[config.mk]
export PLATFORM = sky130hd
export DESIGN_NAME = panel_cursor_grid
export DESIGN_NICKNAME = d
export VERILOG_FILES = /design/src/rtl/panel_cursor_grid.sv
export SDC_FILE = /design/constraint.sdc
export NUM_CORES = 1
export LEC_CHECK = 0
export ABC_AREA = 0
export CORE_MARGIN = 8
export CORE_UTILIZATION = 35
export CTS_CLUSTER_DIAMETER = 30
export DETAILED_ROUTE_END_ITERATION = 8
export PLACE_DENSITY = 0.59
export SYNTH_ARGS = -nofsm -noshare
export SYNTH_HDL_FRONTEND = slang
export SYNTH_SLANG_ARGS = --single-unit
[constraint.sdc]
create_clock -name clk -period 9.51 [get_ports clk]
set_input_delay 1.902 -clock clk [delete_from_list [all_inputs] [get_ports clk]]
set_output_delay 1.902 -clock clk [all_outputs]
set_load 0.03 [all_outputs]
[src/rtl/panel_cursor_grid.sv]
`default_nettype none
// +--------------------------------------------------------------------------+
// | Module   : panel_cursor_grid                                             |
// | Purpose  : Keyboard-driven cursor over an N-row front-panel switch grid. |
// |            Decodes PS/2 arrow/Home keys into cursor moves (with internal |
// |            auto-repeat) and keys 0/1/2 into switch actions.              |
// | Ports    : clk, reset          - clock, synchronous active-high reset    |
// |            ps2_key[10:0]       - [7:0] code, [8] ext, [9] make, [10] tog |
// |            cursor_index        - linear index (row base + column)        |
// |            cursor_row/col      - current row / column                    |
// |            cursor_action       - 00 off, 01 on, 10 momentary, 11 moved   |
// |            move_strobe         - one-cycle pulse per cursor move         |
// | Revision : 1.0  initial release                                          |
// +--------------------------------------------------------------------------+
module panel_cursor_grid #(
    parameter int                    NUM_ROWS        = 2,
    parameter logic [5*NUM_ROWS-1:0] ROW_LEN         = {5'd9, 5'd16},
    parameter int                    IDX_W           = 5,
    parameter int                    MOMENTARY_FIRST = 18,
    parameter logic [31:0]           LATCHED_MASK    = 32'h0180_0000,
    parameter logic [23:0]           REPEAT_DELAY    = 24'd12_000_000,
    parameter logic [23:0]           REPEAT_RATE     = 24'd2_500_000
) (
    input  logic             clk,
    input  logic             reset,
    input  logic [10:0]      ps2_key,
    output logic [IDX_W-1:0] cursor_index,
    output logic [1:0]       cursor_row,
    output logic [3:0]       cursor_col,
    output logic [1:0]       cursor_action,
    output logic             move_strobe
);

    localparam logic [7:0] c_key_right = 8'h74;
    localparam logic [7:0] c_key_left  = 8'h6B;
    localparam logic [7:0] c_key_up    = 8'h75;
    localparam logic [7:0] c_key_down  = 8'h72;
    localparam logic [7:0] c_key_home  = 8'h6C;
    localparam logic [7:0] c_key_0     = 8'h45;
    localparam logic [7:0] c_key_1     = 8'h16;
    localparam logic [7:0] c_key_2     = 8'h1E;

    localparam logic [1:0]       c_last_row  = 2'(NUM_ROWS - 1);
    localparam logic [IDX_W-1:0] c_mom_first = IDX_W'(MOMENTARY_FIRST);

    typedef enum logic [1:0] {
        S_IDLE   = 2'd0,
        S_DELAY  = 2'd1,
        S_REPEAT = 2'd2
    } state_t;

    // Rows beyond NUM_ROWS are unreachable; give them length 1 so the
    // lookup tables are fully defined.
    function automatic int f_len(input int r);
        if (r < NUM_ROWS) return int'(ROW_LEN[5*r +: 5]);
        return 1;
    endfunction

    function automatic int f_base(input int r);
        int s;
        s = 0;
        for (int i = 0; i < r; i++) s += f_len(i);
        return s;
    endfunction

    function automatic logic f_is_arrow(input logic [7:0] code);
        return (code == c_key_right) || (code == c_key_left) ||
               (code == c_key_up)    || (code == c_key_down);
    endfunction

    logic [4:0]       w_len  [4];
    logic [IDX_W-1:0] w_base [4];

    for (genvar g = 0; g < 4; g++) begin : g_rows
        localparam int c_len  = f_len(g);
        localparam int c_base = f_base(g);
        assign w_len[g]  = 5'(c_len);
        assign w_base[g] = IDX_W'(c_base);
    end

    logic             r_toggle;
    logic [1:0]       r_row, w_row;
    logic [3:0]       r_col, w_col;
    logic [IDX_W-1:0] r_index, w_index;
    logic [1:0]       r_action, w_action;
    logic             r_strobe, w_strobe;
    state_t           r_state, w_state;
    logic [7:0]       r_held, w_held;
    logic [23:0]      r_cnt, w_cnt;

    logic       w_event;
    logic       w_make;
    logic [7:0] w_code;
    logic       w_mom;
    logic       w_mv;
    logic [7:0] w_mv_code;
    logic       w_unused_ext;

    assign w_event      = ps2_key[10] != r_toggle;
    assign w_make       = ps2_key[9];
    assign w_code       = ps2_key[7:0];
    assign w_unused_ext = ps2_key[8];
    assign w_mom        = r_index >= c_mom_first;

    always_comb begin
        w_row     = r_row;
        w_col     = r_col;
        w_action  = r_action;
        w_strobe  = 1'b0;
        w_state   = r_state;
        w_held    = r_held;
        w_cnt     = r_cnt;
        w_mv      = 1'b0;
        w_mv_code = r_held;

        if (w_event) begin
            // Events that do not restart the timer let it keep running, but
            // an expiry coinciding with an event is held off until the next
            // event-free cycle.
            if (r_cnt != 24'd0) w_cnt = r_cnt - 24'd1;
            if (w_make) begin
                if (f_is_arrow(w_code)) begin
                    // Keyboard typematic of the held arrow is ignored.
                    if (!(r_state != S_IDLE && w_code == r_held)) begin
                        w_mv      = 1'b1;
                        w_mv_code = w_code;
                        w_held    = w_code;
                        if (REPEAT_DELAY != 24'd0) begin
                            w_state = S_DELAY;
                            w_cnt   = REPEAT_DELAY - 24'd1;
                        end else begin
                            w_state = S_IDLE;
                        end
                    end
                end else begin
                    case (w_code)
                        c_key_home: begin
                            w_mv      = 1'b1;
                            w_mv_code = c_key_home;
                            w_state   = S_IDLE;
                        end
                        c_key_0: begin
                            w_action = 2'b00;
                            w_state  = S_IDLE;
                        end
                        c_key_1: begin
                            w_action = 2'b01;
                            w_state  = S_IDLE;
                        end
                        c_key_2: begin
                            w_action = w_mom ? 2'b10 : 2'b00;
                            w_state  = S_IDLE;
                        end
                        default: ;
                    endcase
                end
            end else begin
                if ((w_code == c_key_1 || w_code == c_key_2) &&
                    w_mom && !LATCHED_MASK[r_index])
                    w_action = 2'b00;
                if (r_state != S_IDLE && w_code == r_held)
                    w_state = S_IDLE;
            end
        end else if (r_state != S_IDLE) begin
            if (r_cnt == 24'd0) begin
                w_mv    = 1'b1;
                w_cnt   = REPEAT_RATE - 24'd1;
                w_state = S_REPEAT;
            end else begin
                w_cnt = r_cnt - 24'd1;
            end
        end

        if (w_mv) begin
            w_action = 2'b11;
            w_strobe = 1'b1;
            case (w_mv_code)
                c_key_right: w_col = ({1'b0, r_col} + 5'd1 >= w_len[r_row]) ? 4'd0 : r_col + 4'd1;
                c_key_left:  w_col = (r_col == 4'd0) ? 4'(w_len[r_row] - 5'd1) : r_col - 4'd1;
                c_key_up:    w_row = (r_row == 2'd0) ? 2'd0 : r_row - 2'd1;
                c_key_down:  w_row = (r_row >= c_last_row) ? c_last_row : r_row + 2'd1;
                default: begin
                    w_row = 2'd0;
                    w_col = 4'd0;
                end
            endcase
            // Vertical moves keep the column but clamp it into the new row.
            if ((w_mv_code == c_key_up || w_mv_code == c_key_down) &&
                ({1'b0, r_col} > w_len[w_row] - 5'd1))
                w_col = 4'(w_len[w_row] - 5'd1);
        end

        w_index = w_base[w_row] + IDX_W'(w_col);
    end

    always_ff @(posedge clk) begin
        if (reset) begin
            r_toggle <= ps2_key[10];
            r_row    <= 2'd0;
            r_col    <= 4'd0;
            r_index  <= '0;
            r_action <= 2'b00;
            r_strobe <= 1'b0;
            r_state  <= S_IDLE;
            r_held   <= 8'd0;
            r_cnt    <= 24'd0;
        end else begin
            r_toggle <= ps2_key[10];
            r_row    <= w_row;
            r_col    <= w_col;
            r_index  <= w_index;
            r_action <= w_action;
            r_strobe <= w_strobe;
            r_state  <= w_state;
            r_held   <= w_held;
            r_cnt    <= w_cnt;
        end
    end

    assign cursor_index  = r_index;
    assign cursor_row    = r_row;
    assign cursor_col    = r_col;
    assign cursor_action = r_action;
    assign move_strobe   = r_strobe;

endmodule
`default_nettype wire
## Yosys cells after proc, flatten, opt, wreduce, memory -nomap -nowiden

Memory sizes are Yosys's and may differ from the RTL's. A register that Yosys moved wholly into a read port is not among the register bits.
Index checks and enable logic that the tools add are counted.

- Bits of input ports: 13
- Memories kept: 1
- ROM bits: 32
- Word-level logic and storage cells: 130
- Output and inout port bits: 14
- Register bits: 49

Memory list:

| name | words | width | read ports | clocked after memory_dff | write ports | line | source |
|---|---|---|---|---|---|---|---|
| (name not given) | 32 | 1 | 1 | 1 | 0 | 159 | `w_mom && !LATCHED_MASK[r_index])` |

- Multiplexer cells: 56
- Reduce and logical (&&, ||, !) cells: 25
- Eq/ne operators: 19
- Add/sub/neg operators: 9
- Bitwise gates (word level): 3
- Order comparisons: 8

Operator list:

| kind | count |
|---|---|
| $mux 24 | 7 |
| $eq 8x7->1 const B | 10 |
| $mux 8 | 5 |
| $mux 2 | 18 |
| $mux 5 | 7 |
| $bmux 5 s2 | 3 |
| $logic_not 24->1 | 1 |
| $reduce_bool 24->1 | 1 |
| $sub 24x1->24 const B | 1 |
| $eq 8x5->1 const B | 2 |
| $mux 4 | 4 |
| $pmux 2 s3 | 2 |
| $pmux 4 s3 | 1 |
| $ge 3x3->1 const B | 3 |
| $mux 1 | 9 |
| $not 2->3 | 3 |
| $eq 8x8->1 | 1 |
| $reduce_bool 2->1 | 4 |
| $sub 4x1->4 const B | 2 |
| $lt 5x6->1 const B | 1 |
| $add 4x1->5 const B | 1 |
| $add 5x4->5 | 1 |
| $ge 5x5->1 | 1 |
| $ge 5x5->1 const B | 1 |
| 23 further kinds | 31 |

## Longest topological paths before layout

- Depth in word-level cells: 22
- Gate-level depth with buffers: 28

## Worst setup path after synthesis

OpenSTA, ideal clock, no wires.

- Path kind: input-to-reg
- From: in ps2_key[3]
- To: reg with a tool-made name
- Arrival time: 6.853 ns
- Stages: 28
- Library setup time: 0.073 ns
- Required time: 9.437 ns
- Slack: 2.584 ns
- Path through: clkbuf_1 > xnor2_1 > nor3b_1 > nand4_1 > and3_1 > buf_4 > o211a_1 > o21ai_1 > o31ai_2 > nor3_1 > inv_1 > ha_1 > nor2b_1 > o21ai_0 > nand2b_1 > a21oi_1 > a41oi_1 > a41oi_1 > nand2_1 > o21ai_0 > a21boi_0 > ha_1 > fa_1 > nand2_1 > nor3_1 > a31oi_1 > mux2_2 > nor3_2

RTL lines:

| item | line | source |
|---|---|---|
| start: declaration | 26 | `input logic [10:0] ps2_key,` |

==> flow_results.xml <==
<?xml version="1.0" encoding="UTF-8"?>
<metrics>
  <group name="route">
    <metric name="drt_iter0_drc" unit="">238</metric>
    <metric name="detailedRoute.firstPassIterationCount" unit="">4</metric>
    <metric name="routed_wire_length" unit="um">10200</metric>
    <metric name="routedLengthMet1" unit="um">5100</metric>
    <metric name="drtAntennaViolNets" unit="">0</metric>
    <metric name="met2_wirelength" unit="um">4490</metric>
    <metric name="met3_wirelength" unit="um">511</metric>
    <metric name="avgRoutedWirePerCell" unit="um">16.3</metric>
    <metric name="vias" unit="">3547</metric>
    <metric name="remaining_drc_errors" unit="">0</metric>
    <metric name="topRoutingLayerUsed" unit="">met4</metric>
    <metric name="avgViaCountPerCell" unit="">5.69</metric>
  </group>
  <group name="pwr">
    <metric name="intPower" unit="uW">469</metric>
    <metric name="share_comb_of_total_power" unit="%">45.6</metric>
    <metric name="fin_total_pwr" unit="uW">816</metric>
    <metric name="proportion_of_total_power_due_to_net_switching" unit="%">42.5</metric>
    <metric name="power.ir.vdd_worst" unit="V">0.0000828</metric>
    <metric name="powerDensity" unit="nW/um^2">196</metric>
    <metric name="power.static_leakage" unit="nW">1.51</metric>
    <metric name="net-switching-power" unit="uW">347</metric>
    <metric name="power.clock.fraction" unit="%">19.5</metric>
    <metric name="sequentialPowerShare" unit="%">35.0</metric>
  </group>
  <group name="timing">
    <metric name="final.setup_skew" unit="ps">21.8</metric>
    <metric name="timing_worst_slew_pin_value" unit="ps">905</metric>
    <metric name="min_period_over_period" unit="%">86.6</metric>
    <metric name="setup_viol" unit="">0</metric>
    <metric name="final_period_minus_worst_setup_slack" unit="ps">8230</metric>
    <metric name="hold_viol" unit="">0</metric>
    <metric name="max_slew_headroom_at_the_worst_pin" unit="%">39.0</metric>
    <metric name="final_max_slew_viol_count" unit="">0</metric>
    <metric name="achievable_freq" unit="GHz">0.121</metric>
    <metric name="rsz0062_at_grt" unit="">false</metric>
    <metric name="timing.setup.tns" unit="ps">0</metric>
  </group>
  <group name="critical_path">
    <metric name="critical_path.max_fanout" unit="">12</metric>
    <metric name="critical_path_max_stage_delay" unit="ps">650</metric>
    <metric name="critPathCaptureType" unit="">flop</metric>
    <metric name="worst_path_max_delay_cell" unit="">sky130_fd_sc_hd__clkdlybuf4s50_1</metric>
    <metric name="crit_path_start" unit="">ps2_key[2]</metric>
    <metric name="crit_arrival" unit="ps">8460</metric>
    <metric name="rr_startpoint" unit="">r_toggle$_DFF_P_</metric>
    <metric name="setup.worst_path.start_class" unit="">input pin</metric>
    <metric name="critPathKind" unit="">in2reg</metric>
    <metric name="worst_ep_required_time" unit="ps">9740</metric>
  </group>
  <group name="yosys">
    <metric name="synth_warnings" unit="">0</metric>
    <metric name="synth-seq-area-share" unit="%">27.0</metric>
    <metric name="netlist_instances" unit="">470</metric>
    <metric name="synthesized_netlist_net_count" unit="">505</metric>
    <metric name="synth_area_per_cell" unit="sq um">7.87</metric>
    <metric name="dominant_synthesized_flop_cell" unit="">sky130_fd_sc_hd__dfxtp_1</metric>
    <metric name="post_synth_instance_area" unit="sq um">3700</metric>
    <metric name="asr_flop_ratio_synth" unit="%">0</metric>
    <metric name="synth_enable_flop_cells" unit="">0</metric>
    <metric name="register_bit_total_from_synthesis" unit="">50</metric>
    <metric name="yosysUniqueCellTypes" unit="">79</metric>
  </group>
  <group name="layout">
    <metric name="nNetsFinal" unit="">521</metric>
    <metric name="fraction_of_layout_cells_with_a_size_suffix_above_1" unit="%">8.62</metric>
    <metric name="antenna-diode-count" unit="">0</metric>
    <metric name="syn2layout_area_growth" unit="%">12.5</metric>
  </group>
  <group name="worst_hold_path">
    <metric name="holdCritPathClass" unit="">reg2reg</metric>
    <metric name="min-delay-start" unit="">r_state[1]$_SDFFE_PP0P_</metric>
  </group>
  <group name="clock_tree">
    <metric name="cts_inserted_buffers" unit="">5</metric>
    <metric name="clkTransAtPathRegs" unit="ps">110</metric>
    <metric name="clk-insertion-delay-late" unit="ps">320</metric>
    <metric name="clock_sinks" unit="">50</metric>
    <metric name="tritoncts" unit="">done</metric>
    <metric name="cts_resized" unit="">0</metric>
    <metric name="cts.htree.levels" unit="">2</metric>
    <metric name="cts_buffer_depth" unit="">2</metric>
    <metric name="cts.root.buffer_cell" unit="">sky130_fd_sc_hd__clkbuf_8</metric>
    <metric name="post_cts.repair.setup_buffers" unit="">0</metric>
    <metric name="cts.hold.buffers_added" unit="">0</metric>
  </group>
  <group name="die">
    <metric name="placementRows" unit="">37</metric>
    <metric name="core_footprint" unit="sq um">10300</metric>
    <metric name="fp.dieW" unit="um">119</metric>
    <metric name="dieHeight" unit="um">119</metric>
    <metric name="die_area" unit="sq um">14100</metric>
    <metric name="num_io_pins" unit="">27</metric>
    <metric name="initial_util" unit="%">36.0</metric>
  </group>
  <group name="global_route">
    <metric name="maximum_number_of_pins_on_one_net_before_global_route_repair" unit="">50</metric>
    <metric name="track_usage" unit="%">14.6</metric>
    <metric name="grt_pass1_vias" unit="">3461</metric>
    <metric name="overflow" unit="">0</metric>
    <metric name="grt_antenna_before_repair" unit="">0</metric>
    <metric name="grt_first_pass_wirelength" unit="um">17400</metric>
  </group>
  <group name="status">
    <metric name="run_status" unit="">finished, final reports clean</metric>
  </group>
  <group name="run">
    <metric name="drv.max_cap_violation_count" unit="">0</metric>
  </group>
  <group name="place">
    <metric name="place_hpwl" unit="um">7460</metric>
    <metric name="buffer_ports.inserted" unit="">25</metric>
    <metric name="routabilityCongestion" unit="">0.886</metric>
  </group>
</metrics>
==> synthesized netlist by cell type, drive strengths merged (7+ instances only) <==
cell	instances	area share, %
inv	24	2.4
a21oi	47	6.4
xor2	7	1.7
o211ai	7	1.4
xnor2	9	2.1
nand2	30	3.0
nand2b	7	1.2
a31oi	7	1.2
ha	21	7.1
o22ai	8	1.7
dfxtp	50	27
nor3	22	3.2
nor4	10	2.0
nor2b	11	1.9
nor2	50	5.1
clkbuf	13	1.3
nand3	8	1.1
nand4	7	1.4
o21ai	36	5.1
==> kinds of logic (layout without fill, tap and decap cells) <==
kind of cell / count (synthesis) / in the layout / share of synthesized area [%]
and+or+nand+nor: 182 / 182 / 26.6
AOI/OAI and AO/OA: 155 / 155 / 29.3
DFF: 50 / 50 / 27.0
buffers and inverters: 42 / 59 / 4.73
adders and majority gates: 22 / 22 / 7.64
xor gates and xnor gates: 16 / 16 / 3.79
muxes: 3 / 3 / 0.879
==> power groups by stage <==
| stage | logic, mW | registers, mW | clock network (mW) |
|---|---|---|---|
| after floorplan | 0.287 | 0.282 | 0 |
| after global placement | 0.357 | 0.288 | 0 |
| after detailed placement | 0.368 | 0.289 | 0 |
| after CTS | 0.369 | 0.284 | 0.164 |
| after global routing | 0.420 | 0.293 | 0.173 |
| final | 0.372 | 0.285 | 0.159 |
==> area by class of cell <==
cell class                      count  area [sq um]
Multi-Input combinational cell    378          2520
Fill cell                        1059          6110
Clock inverter                      3          47.5
Inverter                           24          90.1
Clock buffer                        5          68.8
Tap cell                          136           170
Sequential cell                    50          1000
Timing Repair Buffer               27           260
==> metrics by stage <==
stage	util [%]	cell area [sq um]	worst slack [ps]	hold WS (ps)	cells
global route	40.5	4160	674	513	623
CTS	40.5	4160	1300	483	623
detailed placement	39.4	4050	1030	466	615
finish	40.5	4160	1280	481	623
global placement	39.4	4050	1100	457	615
floorplan	-	3700	2580	445	470
==> registers in the layout, indices dropped and copies added (netlist names), named ones only <==
signal	cells
move_strobe	1
r_cnt	24
r_held	7
cursor_action	2
r_state	2
r_toggle	1
cursor_col	4
cursor_row	2
cursor_index	5
==> final timing paths <==
kind | endpoint | slack [ps] | depth (start not counted)
setup / recovery | flop | 1280 | 27
hold / removal | r_state[1]$_SDFFE_PP0P_ | 480 | 2
setup reg to reg | flop | 3280 | 26
hold reg to reg | r_state[1]$_SDFFE_PP0P_ | 480 | 2
==> cell usage in the layout, fill, tap and decap left out, types with 3 or more instances in the layout <==
cell | netlist | routed
sky130_fd_sc_hd__a21o_1 | 4 | 4
sky130_fd_sc_hd__a21oi_1 | 47 | 47
sky130_fd_sc_hd__a221oi_1 | 4 | 4
sky130_fd_sc_hd__a22oi_1 | 3 | 3
sky130_fd_sc_hd__a311oi_1 | 4 | 4
sky130_fd_sc_hd__a31oi_1 | 7 | 7
sky130_fd_sc_hd__and2_1 | 3 | 3
sky130_fd_sc_hd__and3_1 | 4 | 4
sky130_fd_sc_hd__clkbuf_8 | 0 | 5
sky130_fd_sc_hd__clkdlybuf4s50_1 | 0 | 24
sky130_fd_sc_hd__dfxtp_1 | 50 | 50
sky130_fd_sc_hd__ha_1 | 21 | 21
sky130_fd_sc_hd__inv_1 | 24 | 24
sky130_fd_sc_hd__nand2_1 | 30 | 30
sky130_fd_sc_hd__nand2b_1 | 7 | 7
sky130_fd_sc_hd__nand3_1 | 8 | 8
sky130_fd_sc_hd__nand3b_1 | 4 | 4
sky130_fd_sc_hd__nand4_1 | 6 | 6
sky130_fd_sc_hd__nor2_1 | 50 | 50
sky130_fd_sc_hd__nor2b_1 | 11 | 11
sky130_fd_sc_hd__nor3_1 | 20 | 20
sky130_fd_sc_hd__nor4_1 | 8 | 8
sky130_fd_sc_hd__o211ai_1 | 7 | 7
sky130_fd_sc_hd__o21ai_0 | 31 | 31
sky130_fd_sc_hd__o21ai_1 | 3 | 3
sky130_fd_sc_hd__o22ai_1 | 6 | 6
sky130_fd_sc_hd__or2_2 | 3 | 3
sky130_fd_sc_hd__or3_1 | 5 | 5
sky130_fd_sc_hd__or4_1 | 3 | 3
sky130_fd_sc_hd__xnor2_1 | 9 | 9
sky130_fd_sc_hd__xor2_1 | 7 | 7
==> critical path, delay by kind of cell <==
kind            cells  cell delay, ps
compound gates     11            2340
simple gates       10            2060
fa+ha+maj           3            1100
buf+inv             2             760
mux                 1             280
==> metal layers <==
metal | track usage [%] | vias up
met5 | 0 | -
met4 | 2.85 | 0
met3 | 2.88 | 5
met2 | 22.9 | 70
met1 | 20.3 | 1699
li1 | - | 1773
Note: power is estimated with default switching activity, not from simulation.
